**src/rtl/regfile_wb_arbiter.sv**
```systemverilog
// Round-robin arbiter sharing one register-file write port between NUM_REQ writeback sources.
// Writes to x0 are accepted and dropped without taking the port or moving the pointer.
module regfile_wb_arbiter #(
  parameter int NUM_REQ    = 3,
  parameter int ADDR_WIDTH = 5,
  parameter int DATA_WIDTH = 64,
  localparam int IDW       = $clog2(NUM_REQ)
) (
  input  logic                          clk,
  input  logic                          rst,
  input  logic                          hold,
  input  logic [NUM_REQ-1:0]            req_valid,
  output logic [NUM_REQ-1:0]            req_ready,
  input  logic [NUM_REQ*ADDR_WIDTH-1:0] req_rd,
  input  logic [NUM_REQ*DATA_WIDTH-1:0] req_data,
  output logic                          rf_wen,
  output logic [ADDR_WIDTH-1:0]         rf_rd,
  output logic [DATA_WIDTH-1:0]         rf_data,
  output logic [IDW-1:0]                rf_grant_id,
  output logic                          collision
);

  logic [ADDR_WIDTH-1:0] rd_arr   [NUM_REQ];
  logic [DATA_WIDTH-1:0] data_arr [NUM_REQ];
  logic [NUM_REQ-1:0]    eligible;
  logic [NUM_REQ-1:0]    absorb;

  logic [IDW-1:0]        last_q;
  logic                  rf_wen_q;
  logic [ADDR_WIDTH-1:0] rf_rd_q;
  logic [DATA_WIDTH-1:0] rf_data_q;
  logic [IDW-1:0]        rf_grant_id_q;
  logic                  collision_q;

  logic                  found;
  logic [IDW-1:0]        win;
  logic [IDW:0]          idx;
  logic                  grant_d;
  logic                  collision_d;

  always_comb begin
    eligible = '0;
    absorb   = '0;
    for (int i = 0; i < NUM_REQ; i++) begin
      rd_arr[i]   = req_rd[i*ADDR_WIDTH +: ADDR_WIDTH];
      data_arr[i] = req_data[i*DATA_WIDTH +: DATA_WIDTH];
      eligible[i] = req_valid[i] && (rd_arr[i] != '0);
      absorb[i]   = req_valid[i] && (rd_arr[i] == '0);
    end
  end

  // Scan starting just after the last winner; idx is one bit wider so the wrap needs no modulo.
  always_comb begin
    found = 1'b0;
    win   = '0;
    idx   = '0;
    for (int k = 1; k <= NUM_REQ; k++) begin
      idx = {1'b0, last_q} + (IDW+1)'(k);
      if (idx >= (IDW+1)'(NUM_REQ)) idx = idx - (IDW+1)'(NUM_REQ);
      if (!found && eligible[idx[IDW-1:0]]) begin
        found = 1'b1;
        win   = idx[IDW-1:0];
      end
    end
  end

  assign grant_d     = !hold && found;
  assign collision_d = !hold && (|(eligible & (eligible - NUM_REQ'(1))));

  always_comb begin
    req_ready = '0;
    if (!rst && !hold) begin
      req_ready = absorb;
      if (found) req_ready[win] = 1'b1;
    end
  end

  always_ff @(posedge clk or posedge rst) begin
    if (rst) begin
      last_q        <= IDW'(NUM_REQ - 1);
      rf_wen_q      <= 1'b0;
      rf_rd_q       <= '0;
      rf_data_q     <= '0;
      rf_grant_id_q <= '0;
      collision_q   <= 1'b0;
    end else begin
      rf_wen_q    <= grant_d;
      collision_q <= collision_d;
      if (grant_d) begin
        last_q        <= win;
        rf_rd_q       <= rd_arr[win];
        rf_data_q     <= data_arr[win];
        rf_grant_id_q <= win;
      end
    end
  end

  assign rf_wen      = rf_wen_q;
  assign rf_rd       = rf_rd_q;
  assign rf_data     = rf_data_q;
  assign rf_grant_id = rf_grant_id_q;
  assign collision   = collision_q;

endmodule

```
**config.mk**
```make
export PLATFORM = sky130hd
export DESIGN_NAME = regfile_wb_arbiter
export DESIGN_NICKNAME = d
export VERILOG_FILES = /design/src/rtl/regfile_wb_arbiter.sv
export SDC_FILE = /design/constraint.sdc
export NUM_CORES = 1
export LEC_CHECK = 0
export ABC_AREA = 1
export ABC_CLOCK_PERIOD_IN_PS = 3000
export CAP_MARGIN = 20
export CORE_MARGIN = 4
export CORE_UTILIZATION = 34
export DETAILED_ROUTE_END_ITERATION = 12
export GPL_ROUTABILITY_DRIVEN = 0
export PLACE_DENSITY_LB_ADDON = 0.2
export SLEW_MARGIN = 30
export SYNTH_ARGS = -nofsm -noshare
export SYNTH_HDL_FRONTEND = slang
export SYNTH_SLANG_ARGS = --single-unit
```
**constraint.sdc**
```tcl
create_clock -name clk -period 3 [get_ports clk]
set_input_delay 0.6 -clock clk [delete_from_list [all_inputs] [get_ports clk]]
set_output_delay 0.6 -clock clk [all_outputs]
set_load 0.01 [all_outputs]
```
# == Yosys cells after proc, flatten, opt, wreduce, memory -nomap -nowiden ==
# Cells that the tools add are included.
# word_totals
regBits,75
latchBits,0
ram_bits,0
mem_bits_ro,0
in_bits,213
out_inout_bits,76
wordCells,73
mem_count,0
# op_classes
add_sub_neg,7
mul,0
n_div,0
magnitude_cmp,9
n_eq_ne,0
shifts,0
muxes,25
n_bitwise,3
n_reduce_logical,23
# ops
operator,n
binary-select mux 64 bit (select 2 bit),1
two-way mux 64 bit,2
zero test 5 bit,3
nonzero test 5 bit,3
logical AND 1 bit,12
"less-than comparator 2 x 3 -> 1 bit, second input constant",4
two-way mux 2 bit,6
binary-select mux 5 bit (select 2 bit),1
two-way mux 5 bit,2
"greater-or-equal comparator 3 x 2 -> 1 bit, second input constant",3
two-way mux 1 bit,7
"adder 2 x 2 -> 3 bit, second input constant",2
binary-select mux 1 bit (select 2 bit),3
two-way mux 3 bit,2
"subtractor 2 bit, second input constant",3
zero test 1 bit,4
"adder 2 x 1 -> 3 bit, second input constant",1
bitwise AND 3 bit,1
"greater-or-equal comparator 3 bit, second input constant",1
inverter 2 -> 3 bit,1
OR 3 bit,1
OR reduction 3 bit,1
"subtractor 3 x 1 -> 3 bit, second input constant",1
demux 1 bit (select 2 bit),1
"greater-or-equal comparator 2 x 1 -> 1 bit, second input constant",1

# == Depth between registers and ports, before layout ==
# logic_depth
ltp_word,19
depth_mapped,16
depth_no_buf,14

# == Worst setup path before layout ==
# No wires, ideal clock.
# synth_path
path_type,input -> output
start,in rst
end,out req_ready[1]
arrival_ns,2.643
required_ns,2.400
slack_ns,-0.243
path_stages,4
n_path_buf,0
path_cell_list,inv_1 -> nand2_1 -> o21bai_1 -> inv_1
# synth_via
elab_chain_cells,3
# synth_lines
element,line_no,text
"start, declared",10,"input logic rst,"
zero test 1 bit (no source line),-,
logical AND 1 bit,72,if (!rst && !hold) begin
two-way mux 3 bit,72,
"end, declared",13,"output logic [NUM_REQ-1:0] req_ready,"
# Every way passes these cells.

# == Worst setup path after layout ==
# layout_path
start,in req_rd[10]
end,out req_ready[0]
# layout_via
elab_chain_cells,18
elab_cells_between_ends,26
cone_classes,2 x order compare; 16 x mux; 1 x bitwise; 7 x reduce/logical
# layout_lines
element,line_no,text
"start, declared",14,"input logic [NUM_REQ*ADDR_WIDTH-1:0] req_rd,"
nonzero test 5 bit (*),47,eligible[i] = req_valid[i] && (rd_arr[i] != '0);
logical AND 1 bit (*),47,
binary-select mux 1 bit (select 2 bit),60,if (!found && eligible[idx[IDW-1:0]]) begin
two-way mux 1 bit (not written as such),60,
two-way mux 1 bit,60,
zero test 1 bit,60,
logical AND 1 bit,60,
two-way mux 1 bit,60,
(+2 left out),-,
two-way mux 2 bit,60,
less-than comparator 2 x 3 -> 1 bit (not written as such) / greater-or-equal comparator 2 x 1 -> 1 bit (equally long branches),74,if (found) req_ready[win] = 1'b1;
logical AND 1 bit (not written as such),74,
two-way mux 1 bit (not written as such),74,
demux 1 bit (select 2 bit),74,
OR 3 bit (no source line),-,
two-way mux 3 bit (*),74,
two-way mux 3 bit (*),72,
# Mark *: on every way between the ends. The rest lies on a longest branch, timed or not. The select of a mux whose other input is x is not followed.

==> metrics.csv <==
metric;value;unit
global-route wire length before repair;29.65;mm
critical path capture point type;primary output;
cell at the root of the clock tree;clkbuf_16;
r2r worst-path depth;13;
Syn. warnings;0;
final count of negative-setup-slack endpoints;0;
outcome;finished, final reports clean;
fin crit share;98.44;%
Crit Reg-Reg Startpoint;last_q[1]$_DFFE_PP1P_;
Final #Nets;1205;
cell accounting for the most synthesized area;dfrtp_1;
H-tree Lvls;3;
final-layout setup total negative slack;0;ps
share of post-route cells with drive strength above 1;11.17;%
summed instance area of the synthesized netlist;4758;µm²
register clock-pin slew on the reported worst setup and hold paths;60;ps
overall die area;15950;µm²
data required time at the worst endpoint;2400;ps
number of design-rule violations left by the first detailed-router iteration;312;
number of antenna violations at the first check in global routing;0;
Crit-path slowest cell;clkdlybuf4s50_1;
Synth cell types;29;
data arrival time of the critical path;2350;ps
FF+latch count, synth;74;
Filler Cells Inserted;1231;
DRT antenna net count;0;
worst hold margin;479.9;ps
count of input and output buffers;288;
worst-skew pair later-pin latency;320;ps
crit-path max cell delay;430;ps
worst setup path class;in2out;
total via count after detailed routing;5820;
Routed Wire Length;19.42;mm
TritonCTS clock tree;yes;
setup repair after global routing missed its margin;yes;
Antenna Cells;0;
most common library cell in the layout ignoring fill and taps;clkdlybuf4s50_1;
kind of launch point of the worst setup path;primary input;
layout-stage area growth over the synthesis result;75.31;%
logic depth of the worst setup path including buffers;13;
hold path cells;2;
start point of the critical path;req_rd[10];
share of the yosys chip area belonging to registers;38.94;%
number of slew-limit violations in the final report;0;
Rel. slew slack;47.84;%
Global Route Usage Sum;23.14;%
initial core utilization;35.37;%
average routed wire per standard cell;16.60;µm
transition time at the pin with the least slew margin;782.3;ps
Sink Count;74;
number of maximum-capacitance violations;0;
Top-Level Pins;289;
gr ovfl total;0;
count of endpoints failing hold in the final timing report;0;
start point of the worst hold path;rf_grant_id[1]$_DFFE_PP0P_;
routed vias/inst;4.974;
area share of the largest cell type after synthesis;38.39;%
total CTS buffers;9;
number of iterations in the first detailed-routing pass;5;
most frequent cells in the layout;clkdlybuf4s50_1, nand2_1, a21oi_1;
leading cell types by total area after synthesis;dfrtp_1, nand2_1, a21oi_1, nand3_1, nor2_1;
time the worst path needs with I/O delays and setup;2953;ps
largest buffer count on any clock path;2;
total DRC errors in the routed layout;0;
Core Region;13450;µm²
crit-path cells;clkdlybuf4s50_1 > nor2_1 > nand2_2 > nand3_2 > nand2_2 > nand2_4 > nand3_2 > nand2_4 > nand2_8 > nor2_2 > nand2_1 > a21oi_1 > buf_2;
worst-path maximum fanout;6;
Avg Synthesized Cell Area;6.856;µm²
height of the chip;126.3;µm
post-DP HPWL;13.64;mm
worst hold path class;reg2reg;
largest net degree at the start of global routing;70;
kind of cell with the highest combined delay on the critical path;simple AND/OR/NAND/NOR gates;
static leakage;3.847;nW
Mapped Nets;910;
peak clock frequency supported by timing;0.3386;GHz
horizontal die dimension;126.3;µm
CTS hold repair buffers;0;
sum of buffers and inverters on the critical path;2;
vias in the first global route;5602;
area of combinational cells with multiple inputs;2604;µm²
sum of internal, switching and leakage power;10.77;mW
Max IR drop VDD;0.0009211;V
std cell rows;42;
worst clock skew on the final layout;7.197;ps
storage element area;1853;µm²
number of cells produced by synthesis;694;
Power Density;1291;nW/µm²
## registers in the layout, summed over array words and instances, names as in the netlist
signal       count
collision        1
last_q           2
rf_data         64
rf_grant_id      1
rf_rd            5
rf_wen           1
## stage by stage
step / cells / utilization [%] / area, µm² / setup slack [ps]
finish: 1170 / 62.01 / 8342 / 46.86
floorplan: 694 / - / 4762 / 197.3
CTS: 1167 / 61.42 / 8263 / 16.50
detailed placement: 1134 / 57.79 / 7775 / -430.0
global route: 1170 / 62.01 / 8342 / -58.76
global placement: 1134 / 57.79 / 7775 / -393.4
## worst min-delay path: cells and delay by family, from the launching register on
family / cells / cell delay (ps)
DFF: 1 / 340
and+or+nand+nor: 2 / 110
## timing repair
action	4_1_cts	5_1_grt
setup buffers	17	3
endpoints found under the setup margin	3	44
pin swaps	15	17
gates resized for setup	31	21
cloned	0	0
## Yosys cell counts
cell type  instances
nand2_8            1
dfrtp_1           73
buf_6              7
nand2_4            2
nand4_1            4
buf_8              1
nand3_2            3
buf_4             10
a21oi_1          133
nand4_4            1
nand2_1          229
clkbuf_1           8
a21oi_2            7
ha_1               3
inv_1             11
a211oi_1           1
nor2_2             1
buf_1              3
nand3b_1           2
nand3_1           81
a2bb2oi_1          1
o21ai_0            2
buf_2             23
dfstp_2            1
inv_2              3
nor3_2             1
o21bai_1           1
nand2_2            4
nor2_1            77
## where the power goes
part | internal, mW | switching (mW) | leakage (nW)
clock | 0.736 | 0.422 | 0.154
sequential | 1.56 | 0.262 | 0.844
combinational | 3.08 | 4.71 | 2.85
total | 5.38 | 5.39 | 3.85
## final timing paths
| path | slack, ps | endpoint |
|---|---|---|
| min reg2reg | 480 | rf_grant_id[1]$_DFFE_PP0P_ |
| min in group asynchronous | 840 | last_q[0]$_DFFE_PP0P_ |
| max | 50 | req_ready[0] |
| max reg2reg | 180 | rf_data[10]$_DFFE_PP0P_ |
| min | 480 | rf_grant_id[1]$_DFFE_PP0P_ |
| max in group asynchronous | 1260 | rf_data[18]$_DFFE_PP0P_ |
## per-layer routing
| metal | global-route usage [%] | vias to the layer above | part of all wire (%) |
|---|---|---|---|
| li1 | - | 2870 | - |
| met1 | 28.17 | 2647 | 41 |
| met2 | 38.37 | 265 | 47 |
| met3 | 7.566 | 38 | 9.0 |
| met4 | 8.517 | 0 | 3.0 |
| met5 | 0 | - | 0 |
## final cells by class
class | count | area share [%]
clock buffer | 13 | 3.360
clock inverter | 3 | 0.5400
inverter | 14 | 0.7050
timing repair buffer | 336 | 39.33
tap | 176 | 2.640
multi-input combinational | 554 | 31.21
sequential | 74 | 22.21
## logic make-up (layout without fill, tap and decap cells)
family          after synthesis  in the layout  share of synthesized area (%)
buf+inv                      66            366                          7.941
flops                        74             74                          38.94
fa+ha+maj                     3              3                         0.7889
compound gates              145            145                          15.99
simple gates                406            406                          36.34
(Power assumes the default switching activity.)
